File: src/rtl/clint_timer_mh.sv
// Multi-hart CLINT: shared prescaled mtime, per-hart msip/mtimecmp.
// Optional CLINT_MTIME_LATCH_EN: LO read snapshots HI for coherent pairs.
module clint_timer_mh #(
  parameter int NUM_HARTS  = 2,
  parameter int PRESCALE_W = 8
) (
  input  logic                 clk_i,
  input  logic                 rstn_i,
  input  logic                 reg_en_i,
  input  logic [31:0]          reg_addr_i,
  input  logic [31:0]          reg_wdata_i,
  input  logic                 reg_we_i,
  output logic [31:0]          reg_rdata_o,
  output logic                 reg_ready_o,
  output logic [NUM_HARTS-1:0] irq_software_o,
  output logic [NUM_HARTS-1:0] irq_timer_o,
  output logic [63:0]          mtime_o
);

  localparam logic [6:0] OFF_CTRL = 7'h7C;
  localparam logic [6:0] OFF_MTLO = 7'h7E;
  localparam logic [6:0] OFF_MTHI = 7'h7F;

  logic [6:0] off;
  logic [3:0] hsel;
  logic       msip_hit;
  logic       cmp_hit;
  logic       wr;
  logic       rd;
  logic       unused_addr;

  assign off         = reg_addr_i[8:2];
  assign msip_hit    = (off[6:4] == 3'b000);
  assign cmp_hit     = (off[6:5] == 2'b10);
  assign hsel        = msip_hit ? off[3:0] : off[4:1];
  assign wr          = reg_en_i & reg_we_i;
  assign rd          = reg_en_i & ~reg_we_i;
  assign unused_addr = ^{reg_addr_i[31:9], reg_addr_i[1:0]};

  logic                  en_q;
  logic [PRESCALE_W-1:0] div_q;
  logic [PRESCALE_W-1:0] pcnt_q;
  logic [63:0]           mtime_q;
  logic [63:0]           mt_nxt;
  logic [NUM_HARTS-1:0]  msip_q;
  logic [63:0]           cmp_q [NUM_HARTS];
  logic [NUM_HARTS-1:0]  irq_q;
  logic [31:0]           rdata_q;
  logic [31:0]           rd_val;
  logic [31:0]           ctrl_rd;
  logic [31:0]           mt_hi_rd;
  logic                  tick;

  logic [NUM_HARTS-1:0]  msip_we;
  logic [NUM_HARTS-1:0]  cmplo_we;
  logic [NUM_HARTS-1:0]  cmphi_we;
  logic                  ctrl_we;
  logic                  mtlo_we;
  logic                  mthi_we;

  assign ctrl_we = wr & (off == OFF_CTRL);
  assign mtlo_we = wr & (off == OFF_MTLO);
  assign mthi_we = wr & (off == OFF_MTHI);

  // Hart indices past NUM_HARTS simply match no strobe.
  always_comb begin
    msip_we  = '0;
    cmplo_we = '0;
    cmphi_we = '0;
    for (int h = 0; h < NUM_HARTS; h++) begin
      if (hsel == 4'(h)) begin
        msip_we[h]  = wr & msip_hit;
        cmplo_we[h] = wr & cmp_hit & ~off[0];
        cmphi_we[h] = wr & cmp_hit & off[0];
      end
    end
  end

  assign tick = en_q & (pcnt_q == div_q);

  always_ff @(posedge clk_i) begin
    if (!rstn_i) begin
      en_q   <= 1'b1;
      div_q  <= '0;
      pcnt_q <= '0;
    end else begin
      if (ctrl_we) begin
        en_q  <= reg_wdata_i[0];
        div_q <= reg_wdata_i[8 +: PRESCALE_W];
      end
      if (ctrl_we || tick) begin
        pcnt_q <= '0;
      end else if (en_q) begin
        pcnt_q <= pcnt_q + 1'b1;
      end
    end
  end

  // A LO write suppresses the carry; a HI write keeps the LO increment.
  always_comb begin
    mt_nxt = mtime_q;
    if (tick) begin
      mt_nxt = mtime_q + 64'd1;
    end
    if (mtlo_we) begin
      mt_nxt = {mtime_q[63:32], reg_wdata_i};
    end
    if (mthi_we) begin
      mt_nxt[63:32] = reg_wdata_i;
    end
  end

  always_ff @(posedge clk_i) begin
    if (!rstn_i) begin
      mtime_q <= '0;
    end else begin
      mtime_q <= mt_nxt;
    end
  end

  always_ff @(posedge clk_i) begin
    if (!rstn_i) begin
      msip_q <= '0;
      irq_q  <= '0;
      for (int h = 0; h < NUM_HARTS; h++) begin
        cmp_q[h] <= '1;
      end
    end else begin
      for (int h = 0; h < NUM_HARTS; h++) begin
        if (msip_we[h]) begin
          msip_q[h] <= reg_wdata_i[0];
        end
        if (cmplo_we[h]) begin
          cmp_q[h][31:0] <= reg_wdata_i;
        end
        if (cmphi_we[h]) begin
          cmp_q[h][63:32] <= reg_wdata_i;
        end
        irq_q[h] <= (mtime_q >= cmp_q[h]);
      end
    end
  end

`ifdef CLINT_MTIME_LATCH_EN
  logic [31:0] shadow_q;

  always_ff @(posedge clk_i) begin
    if (!rstn_i) begin
      shadow_q <= '0;
    end else if (rd && (off == OFF_MTLO)) begin
      shadow_q <= mtime_q[63:32];
    end
  end

  assign mt_hi_rd = shadow_q;
`else
  assign mt_hi_rd = mtime_q[63:32];
`endif

  always_comb begin
    ctrl_rd                   = '0;
    ctrl_rd[0]                = en_q;
    ctrl_rd[8 +: PRESCALE_W]  = div_q;
  end

  always_comb begin
    rd_val = '0;
    unique case (1'b1)
      msip_hit: begin
        for (int h = 0; h < NUM_HARTS; h++) begin
          if (hsel == 4'(h)) begin
            rd_val = {31'd0, msip_q[h]};
          end
        end
      end
      cmp_hit: begin
        for (int h = 0; h < NUM_HARTS; h++) begin
          if (hsel == 4'(h)) begin
            rd_val = off[0] ? cmp_q[h][63:32]
                            : cmp_q[h][31:0];
          end
        end
      end
      (off == OFF_CTRL): rd_val = ctrl_rd;
      (off == OFF_MTLO): rd_val = mtime_q[31:0];
      (off == OFF_MTHI): rd_val = mt_hi_rd;
      default:           rd_val = '0;
    endcase
  end

  always_ff @(posedge clk_i) begin
    if (!rstn_i) begin
      rdata_q <= '0;
    end else if (rd) begin
      rdata_q <= rd_val;
    end
  end

  assign reg_rdata_o    = rdata_q;
  assign reg_ready_o    = 1'b1;
  assign irq_software_o = msip_q;
  assign irq_timer_o    = irq_q;
  assign mtime_o        = mtime_q;

endmodule

File: config.mk
export PLATFORM = sky130hd
export DESIGN_NAME = clint_timer_mh
export DESIGN_NICKNAME = d
export VERILOG_FILES = /design/src/rtl/clint_timer_mh.sv
export SDC_FILE = /design/constraint.sdc
export NUM_CORES = 1
export LEC_CHECK = 0
export CORE_MARGIN = 2
export CORE_UTILIZATION = 50
export DETAILED_ROUTE_END_ITERATION = 7
export PLACE_DENSITY = 0.72
export SLEW_MARGIN = 0
export SYNTH_ARGS = -nofsm -noshare
export SYNTH_HDL_FRONTEND = slang
export SYNTH_SLANG_ARGS = --single-unit
File: constraint.sdc
create_clock -name clk_i -period 7.35 [get_ports clk_i]
set_clock_uncertainty 0.15 [all_clocks]
set_input_delay 2.205 -clock clk_i [delete_from_list [all_inputs] [get_ports clk_i]]
set_output_delay 2.205 -clock clk_i [all_outputs]
set_load 0.01 [all_outputs]
==> results.py, run 1 <==
metrics = {
    "run_status": {
        "status": "finished clean",
    },
    "sta": {
        "finalSetupViolations": 0,
        "hold_ws_ns": 0.364,
        "relSlewSlack_pct": 25.8,
        "final_max_slew_viol_count": 0,
        "setup_tns_ns": 0,
        "max_freq_mhz": 178,
        "period_needed_ns": 5.61,
        "rsz0062_at_grt": "no",
        "worst_slew_pin_slew_ns": 1.09,
        "hold_viol": 0,
        "finalCritPeriodShare_pct": 76.3,
    },
    "yosys": {
        "synth_area_leaders": "edfxtp_1, dfxtp_1, ha_1, mux4_2, a21oi_1",
        "synth_top_family_by_area": "simple AND/OR/NAND/NOR gates",
        "synth_compound_area_share_pct": 14.4,
        "async_reset_ff_share_pct": 0,
        "synth_top_area_share_pct": 26.5,
        "ys_ff_latch": 245,
        "yosys.area_share.simple_pct": 15.1,
        "synth_common_cells": "inv_1, ha_1, edfxtp_1",
        "synthAdderAreaFrac_pct": 11.2,
        "yosysTopAreaCell": "edfxtp_1",
        "netlist_area_mm2": 0.0145,
        "syn_avg_cell_area_um2": 9.93,
        "synth_nets": 1656,
        "postSynthCellCount": 1458,
        "ys_seq_area_share_pct": 42.7,
        "synthMuxAreaShare_pct": 6.57,
        "yosysMostFrequentCell": "inv_1",
        "synth-xor-area-share_pct": 4.35,
        "synth_edf_count": 128,
        "synth_cell_types": 57,
        "synth_top_flop_cell": "edfxtp_1",
        "ys_warn_count": 0,
    },
    "route": {
        "vias_per_cell": 6.14,
        "final_antenna_net_count": 0,
        "drc": 0,
        "drt_wl_total_um": 45500,
        "wl_per_cell_um": 22.9,
        "vias": 12200,
        "drtPass1Iterations": 6,
        "drt_iter0_drc": 1197,
    },
    "clocking": {
        "clockRootBuffer": "clkbuf_16",
        "cts_sinks": 245,
        "cts-htree-levels": 1,
        "cts_buffers": 27,
        "clk_latency_ns": 0.55,
        "cts_resized": 0,
        "cts_tree": "built",
        "post-cts-setup-buffer-count": 0,
        "clk_pin_slew_ns": 0.06,
        "holdBufCountCts": 0,
        "clockBufferDepth": 3,
    },
    "place": {
        "gp_congestion": 0.935,
        "portBuffers": 142,
        "hpwl_um": 31900,
    },
    "worst_setup_path": {
        "cpMostUsedCell": "nand2_1",
        "cp_slowest_cell": "nor4_1",
        "path_class": "primary input to flip-flop",
        "reg2reg_slack_ns": 3.93,
        "r2r_start": "mtime_o[0]$_SDFFE_PN0P_",
        "cp-start-kind": "primary input",
        "cp_max_fo": 25,
        "crit_arrival_ns": 5.69,
        "rr_worst_depth": 9,
        "critPathCaptureType": "flip-flop",
        "worstPathCellList": "clkdlybuf4s50_1, nor4_1, and2_1, buf_4, nand2_1, or3_1, nand2_1, buf_12",
        "crit_required_ns": 7.44,
        "critPathMaxStageDelay_ns": 0.69,
        "r2r-end": "irq_timer_o[0]$_SDFF_PN0_",
    },
    "global_routing": {
        "met3_usage_pct": 5.69,
        "grt-ovfl-total": 0,
        "first_global_vias": 11700,
        "use_met2_pct": 47.1,
        "antenna_found_initial": 1,
        "grtUsageMet1_pct": 41.1,
        "top_usage_layer": "met2",
        "grt_pass1_wl_um": 69000,
        "track_usage_pct": 29.6,
        "grt_max_degree": 65,
    },
    "layout": {
        "flow.area_growth_from_synthesis_pct": 19.3,
        "multi_input_area_mm2": 0.00754,
        "nets": 1777,
        "drive_gt1_share_pct": 9.38,
        "regArea_mm2": 0.00619,
        "fillers": 2367,
        "n_antenna_cell": 0,
    },
    "floorplanning": {
        "fp.coreArea_mm2": 0.0286,
        "io_pins": 169,
        "die_area_mm2": 0.0303,
        "initial_core_util_pct": 50.6,
        "die-width_um": 174,
        "die_y_um": 174,
        "num_rows": 62,
    },
    "power": {
        "power_density_mw_per_mm2": 186,
        "vdd_drop_max_uv": 215,
        "power_leakage_nw": 6.87,
    },
    "hold_path": {
        "min_delay_worst_endpoint": "reg_rdata_o[8]$_SDFFE_PN0P_",
        "hp-start": "reg_rdata_o[8]$_SDFFE_PN0P_",
        "holdPathStages": 1,
        "min_path_type": "flip-flop to flip-flop",
    },
    "flow_run": {
        "maxCapViolCount": 0,
    },
}
## registers in the layout (all words and copies together) (netlist names)
signal          flops
en_q                1
irq_software_o      2
mtime_o            64
irq_timer_o         2
div_q               8
cmp_q             128
reg_rdata_o        32
pcnt_q              8
## where the power goes
group | leakage (nW) | internal (W) | switching, W | total [W]
Sequential | 2.23 | 0.00148 | 0.0000297 | 0.00151
Combinational | 4.18 | 0.000106 | 0.000150 | 0.000256
Clock | 0.463 | 0.000891 | 0.000568 | 0.00146
Total | 6.87 | 0.00247 | 0.000748 | 0.00322
## critical path: cells and delay by family
kind          cells  cell delay (ns)
simple gates      5             2.23
buf+inv           3             1.22
## cells by family after synthesis
kind of cell | after synthesis
and+or+nand+nor | 405
adders and majority gates | 130
other | 1
AOI/OAI and AO/OA | 337
buffers and inverters | 213
muxes | 55
xor gates and xnor gates | 72
DFF | 245
## layer usage
layer  wire (um)  vias up  share of wire [%]
li1            -     5555                  -
met1       18600     5898                 41
met2       20900      635                 46
met3        4590       91                 10
met4        1300        2                2.9
met5          13        -              0.029
## how the worst max path moves through the flow
stage,startpoint,to,slack (ns),cells after the start
after floorplan,reg_addr_i[6],cmp_q[1][0]$_DFFE_PP_,1.14,5
after global placement,reg_addr_i[5],cmp_q[1][58]$_DFFE_PP_,1.42,8
after detailed placement,reg_addr_i[5],cmp_q[1][56]$_DFFE_PP_,1.36,8
after CTS,reg_addr_i[5],cmp_q[1][53]$_DFFE_PP_,1.91,8
after global routing,reg_addr_i[5],cmp_q[1][61]$_DFFE_PP_,1.76,8
final,reg_addr_i[5],cmp_q[1][53]$_DFFE_PP_,1.74,8
## final cells by class
type / count / share of cell area [%]
inverter: 141 / 3.06
tap: 384 / 2.78
timing repair buffer: 164 / 9.27
clock inverter: 18 / 1.40
multi-input combinational: 1000 / 43.7
clock buffer: 31 / 4.05
sequential: 245 / 35.8
## per-stage QoR
step / area, um^2 / util (%) / power [W] / worst slack (ns) / cells
final: 17300 / 60.4 / 0.00322 / 1.74 / 1983
after global routing: 17300 / 60.4 / 0.00330 / 1.76 / 1983
after global placement: 16300 / 57.1 / 0.00178 / 1.42 / 1934
after detailed placement: 16300 / 57.1 / 0.00179 / 1.36 / 1934
after floorplan: 14500 / - / 0.00167 / 1.14 / 1458
after CTS: 17300 / 60.4 / 0.00323 / 1.91 / 1983
## cell usage in the layout (no fill, tap or decap), types with 6 or more instances in the layout
master	Yosys	routed
inv_1	141	141
clkdlybuf4s50_1	0	140
ha_1	130	130
edfxtp_1	128	128
dfxtp_1	117	117
a21oi_1	108	108
o21ai_0	97	96
nand2_1	91	90
nor2_1	67	66
nand4_1	48	48
nand3_1	45	44
xnor2_1	42	42
o21a_1	33	33
and2_1	32	32
or2_2	32	32
mux4_2	32	32
xor2_1	30	30
clkbuf_16	0	27
a221oi_1	25	25
a211oi_1	23	23
mux2i_1	23	22
buf_4	1	20
a21o_1	17	17
nor3_1	16	16
nor2b_1	13	13
and4_1	13	13
and3_1	11	11
a221o_1	8	8
nor4_1	7	6
or4_1	6	6
clkinv_2	0	6
bufinv_16	0	6
No activity file was read; power rests on OpenSTA's default activity.
==> inputs of run 2 (changes only) <==
==> constraint.sdc (replaced) <==
create_clock -name clk_i -period 5.8 [get_ports clk_i]
set_clock_uncertainty 0.15 [all_clocks]
set_input_delay 1.74 -clock clk_i [delete_from_list [all_inputs] [get_ports clk_i]]
set_output_delay 1.74 -clock clk_i [all_outputs]
set_load 0.01 [all_outputs]
==> results.py, run 2 (synthesis results as in run 1) <==
metrics = {
    "run_status": {
        "status": "finished clean",
    },
    "route": {
        "final_antenna_net_count": 0,
        "drt_wl_total_um": 45700,
        "drc": 0,
        "wl_per_cell_um": 22.9,
        "vias": 12300,
        "vias_per_cell": 6.16,
        "drtPass1Iterations": 6,
        "drt_iter0_drc": 1286,
    },
    "layout": {
        "multi_input_area_mm2": 0.00755,
        "nets": 1784,
        "largest-register": "cmp_q",
        "layout_commonest_cell": "inv_1",
        "final_cell_mix": "inv_1, clkdlybuf4s50_1, ha_1",
        "largest_reg_flops": 128,
        "n_antenna_cell": 0,
        "fillers": 2342,
        "regArea_mm2": 0.00619,
        "flow.area_growth_from_synthesis_pct": 19.7,
        "fin_cells": 1992,
        "final_util_pct": 60.6,
        "drive_gt1_share_pct": 9.64,
    },
    "hold_path": {
        "hp-start": "reg_rdata_o[9]$_SDFFE_PN0P_",
        "min_path_type": "flip-flop to flip-flop",
    },
    "worst_setup_path": {
        "cp_max_fo": 21,
        "crit_arrival_ns": 4.68,
        "crit_start": "reg_addr_i[8]",
        "r2r_start": "mtime_o[3]$_SDFFE_PN0P_",
        "path_class": "primary input to flip-flop",
        "cp-start-kind": "primary input",
        "crit_required_ns": 5.94,
        "critPathCaptureType": "flip-flop",
    },
    "flow_run": {
        "maxCapViolCount": 0,
    },
    "power": {
        "vdd_drop_max_uv": 189,
        "power_leakage_nw": 6.90,
        "power_density_mw_per_mm2": 236,
    },
    "global_routing": {
        "grt_max_degree": 64,
        "first_global_vias": 11800,
        "grt-ovfl-total": 0,
        "track_usage_pct": 30.0,
        "antenna_found_initial": 1,
        "grt_pass1_wl_um": 69800,
    },
    "clocking": {
        "cts_sinks": 245,
        "cts-htree-levels": 1,
        "clk_latency_ns": 0.55,
        "holdBufCountCts": 0,
        "cts_tree": "built",
        "clk_pin_slew_ns": 0.05,
        "cts_buffers": 28,
        "clockBufferDepth": 3,
        "post-cts-setup-buffer-count": 0,
        "cts_resized": 0,
        "clockRootBuffer": "clkbuf_16",
    },
    "floorplanning": {
        "fp.coreArea_mm2": 0.0286,
        "die-width_um": 174,
        "initial_core_util_pct": 50.6,
        "die_area_mm2": 0.0303,
        "die_y_um": 174,
        "io_pins": 169,
        "num_rows": 62,
    },
    "sta": {
        "finalSetupViolations": 0,
        "finalCritPeriodShare_pct": 78.2,
        "relSlewSlack_pct": 27.9,
        "rsz0062_at_grt": "no",
        "hold_viol": 0,
        "setup_tns_ns": 0,
        "final_max_slew_viol_count": 0,
        "worst_slew_pin_slew_ns": 1.07,
        "max_freq_mhz": 221,
        "period_needed_ns": 4.53,
    },
    "place": {
        "gp_congestion": 0.930,
        "place_inst": 1940,
        "hpwl_um": 32700,
        "portBuffers": 142,
    },
}
## run 2: changes by cell type in the layout (fill, tap and decap cells not counted), sizes merged
cell      delta
buf          +6
bufinv       -1
clkbuf       +2
clkinv       +1
clkinvlp     +1
## run 2: cell type report
class | count | share of cell area [%]
multi-input cells | 1000 | 43.6
flip-flops and latches | 245 | 35.7
repair buffers | 170 | 9.42
clock buffers | 33 | 4.27
inverters | 141 | 3.05
well taps | 384 | 2.77
clock inverters | 19 | 1.27
## run 2: power breakdown
group          switching [W]  total (W)  internal [W]  leakage (nW)
Sequential         0.0000376    0.00191       0.00187          2.23
Clock               0.000731    0.00186       0.00113         0.464
Combinational       0.000193   0.000328      0.000135          4.20
Total               0.000961    0.00410       0.00314          6.90
## run 2: worst max-delay path, stage by stage
cell and delay [ns]:
clkdlybuf4s50_1 0.55, nor3_1 0.75, o21ai_0 0.37, or3_1 0.69, buf_4 0.36, o21a_1 0.22
## run 2: metrics by stage
| stage | power, W | hold slack [ns] | setup WS [ns] | instance area (um^2) |
|---|---|---|---|---|
| 2_1_floorplan | 0.00212 | 0.347 | 0.0521 | 14500 |
| 3_3_place_gp | 0.00226 | 0.357 | 0.947 | 16400 |
| 3_5_place_dp | 0.00227 | 0.358 | 0.919 | 16400 |
| 4_1_cts | 0.00410 | 0.370 | 1.48 | 17300 |
| 5_1_grt | 0.00421 | 0.374 | 1.23 | 17300 |
| 6_report | 0.00410 | 0.370 | 1.27 | 17300 |
## run 2: worst paths after layout
| check | depth (start not counted) | slack [ns] | to |
|---|---|---|---|
| worst max-delay path | 6 | 1.27 | cmp_q[1][43]$_DFFE_PP_ |
| worst min-delay path | 1 | 0.37 | reg_rdata_o[9]$_SDFFE_PN0P_ |
| worst max register to register | 6 | 2.23 | mtime_o[47]$_SDFFE_PN0P_ |
| worst min register to register | 1 | 0.37 | reg_rdata_o[9]$_SDFFE_PN0P_ |
## run 2: per-layer routing
| metal | global-route usage, % | part of all wire, % | routed length [um] | vias to the layer above |
|---|---|---|---|---|
| met5 | 0 | 0 | 0 | - |
| met4 | 8.89 | 2.7 | 1230 | 0 |
| met3 | 4.02 | 10 | 4690 | 86 |
| met2 | 48.3 | 46 | 20900 | 685 |
| met1 | 42.2 | 41 | 18900 | 5892 |
| li1 | - | - | - | 5599 |
==> inputs of run 3 (changes only) <==
--- a/config.mk
+++ b/config.mk
@@ -8,7 +8,7 @@
 export CORE_MARGIN = 2
 export CORE_UTILIZATION = 50
 export DETAILED_ROUTE_END_ITERATION = 7
-export PLACE_DENSITY = 0.72
+export PLACE_DENSITY = 0.75
 export SLEW_MARGIN = 0
 export SYNTH_ARGS = -nofsm -noshare
 export SYNTH_HDL_FRONTEND = slang
==> constraint.sdc (replaced) <==
create_clock -name clk_i -period 4 [get_ports clk_i]
set_clock_uncertainty 0.15 [all_clocks]
set_input_delay 1.2 -clock clk_i [delete_from_list [all_inputs] [get_ports clk_i]]
set_output_delay 1.2 -clock clk_i [all_outputs]
set_load 0.01 [all_outputs]
==> results.py, run 3 (synthesis results as in run 1) <==
metrics = {
    "run_status": {
        "status": "finished clean",
    },
    "global_routing": {
        "track_usage_pct": 30.1,
        "antenna_found_initial": 1,
        "grt_pass1_wl_um": 70600,
        "grt-ovfl-total": 0,
        "first_global_vias": 12100,
        "grt_max_degree": 63,
    },
    "worst_setup_path": {
        "critPathMaxStageDelay_ns": 0.68,
        "cp_slowest_cell": "a221oi_1",
        "cp-start-kind": "flip-flop",
        "worstPathCellList": "inv_1, ha_1, nand2b_1, a211oi_1, o21bai_1, a221oi_1, o31ai_1, a21oi_1, o2bb2ai_1",
        "cp_top_family": "compound AO/OA/AOI/OAI gates",
        "critPathBufInv": 1,
        "path_class": "flip-flop to flip-flop",
        "critPathCaptureType": "flip-flop",
        "cp_max_fo": 6,
        "crit_arrival_ns": 3.51,
        "crit_required_ns": 4.23,
    },
    "floorplanning": {
        "io_pins": 169,
        "num_rows": 62,
        "die_area_mm2": 0.0303,
        "die-width_um": 174,
        "initial_core_util_pct": 50.6,
        "die_y_um": 174,
        "fp.coreArea_mm2": 0.0286,
    },
    "sta": {
        "finalSetupViolations": 0,
        "period_needed_ns": 3.27,
        "hold_viol": 0,
        "hold_ws_ns": 0.352,
        "rsz0062_at_grt": "no",
        "worst_slew_pin_slew_ns": 0.934,
        "finalCritPeriodShare_pct": 81.9,
        "final_max_slew_viol_count": 0,
        "relSlewSlack_pct": 37.2,
        "max_freq_mhz": 305,
        "setup_tns_ns": 0,
    },
    "place": {
        "portBuffers": 142,
        "place_area_mm2": 0.0165,
        "hpwl_um": 33100,
        "gp_congestion": 0.943,
    },
    "route": {
        "wl_per_cell_um": 23.1,
        "vias": 12400,
        "drt_wl_total_um": 46300,
        "drc": 0,
        "vias_per_cell": 6.21,
        "drtPass1Iterations": 5,
        "final_antenna_net_count": 0,
        "drt_iter0_drc": 1366,
    },
    "clocking": {
        "cts-htree-levels": 1,
        "clockBufferDepth": 3,
        "cts_buffers": 27,
        "cts_sinks": 245,
        "clk_pin_slew_ns": 0.06,
        "post-cts-setup-buffer-count": 0,
        "holdBufCountCts": 0,
        "clk_latency_ns": 0.54,
        "clockRootBuffer": "clkbuf_16",
        "cts_tree": "built",
        "cts_resized": 0,
    },
    "layout": {
        "layout_commonest_cell": "inv_1",
        "finalInstanceArea_mm2": 0.0174,
        "drive_gt1_share_pct": 10.3,
        "nets": 1798,
        "largest-register": "cmp_q",
        "final_cell_mix": "inv_1, clkdlybuf4s50_1, ha_1",
        "n_antenna_cell": 0,
        "fillers": 2358,
        "final_util_pct": 60.6,
        "largest_reg_flops": 128,
        "flow.area_growth_from_synthesis_pct": 19.8,
    },
    "power": {
        "vdd_drop_max_uv": 317,
        "power_leakage_nw": 6.93,
        "power_density_mw_per_mm2": 325,
    },
    "hold_path": {
        "min_path_type": "flip-flop to flip-flop",
    },
    "flow_run": {
        "maxCapViolCount": 0,
    },
}
## run 3: worst register-to-register path: cells and delay by family (launching register included)
kind                       cells  cell delay, ns
AOI/OAI and AO/OA              6            1.94
DFF                            1            0.47
adders and majority gates      1            0.30
and+or+nand+nor                1            0.15
buffers and inverters          1            0.11
## run 3: layout make-up
type / count / area [um^2] / area share, %
clock buffer: 39 / 754 / 4.35
tap: 384 / 480 / 2.77
clock inverter: 10 / 76.3 / 0.440
multi-input combinational: 1000 / 7540 / 43.5
sequential: 245 / 6190 / 35.6
inverter: 141 / 529 / 3.05
timing repair buffer: 185 / 1780 / 10.3
## run 3: worst paths after layout
check                                                   from                            to  slack [ns]  cells after the start
worst max-delay path                 mtime_o[0]$_SDFFE_PN0P_     irq_timer_o[0]$_SDFF_PN0_        0.73                      9
worst min-delay path            reg_rdata_o[10]$_SDFFE_PN0P_  reg_rdata_o[10]$_SDFFE_PN0P_        0.35                      1
worst max register to register       mtime_o[0]$_SDFFE_PN0P_     irq_timer_o[0]$_SDFF_PN0_        0.73                      9
worst min register to register  reg_rdata_o[10]$_SDFFE_PN0P_  reg_rdata_o[10]$_SDFFE_PN0P_        0.35                      1
## run 3: per-layer routing
metal / track usage, % / share of wire, % / vias up
li1: - / - / 5603
met4: 11.9 / 4.0 / 2
met1: 41.5 / 41 / 5999
met3: 4.31 / 9.9 / 140
met2: 47.9 / 45 / 701
met5: 0 / 0.026 / -
## run 3: per-stage QoR
step | power [W] | worst slack, ns | cells
floorplan | 0.00307 | -0.210 | 1458
global route | 0.00577 | 0.581 | 2004
detailed placement | 0.00330 | 0.258 | 1955
finish | 0.00564 | 0.725 | 2004
global placement | 0.00329 | 0.321 | 1955
CTS | 0.00564 | 0.780 | 2004
## run 3: where the power goes
group | switching [W] | total, W | internal (W)
sequential | 0.0000570 | 0.00277 | 0.00272
clock | 0.00101 | 0.00238 | 0.00137
combinational | 0.000284 | 0.000489 | 0.000205
total | 0.00135 | 0.00564 | 0.00429
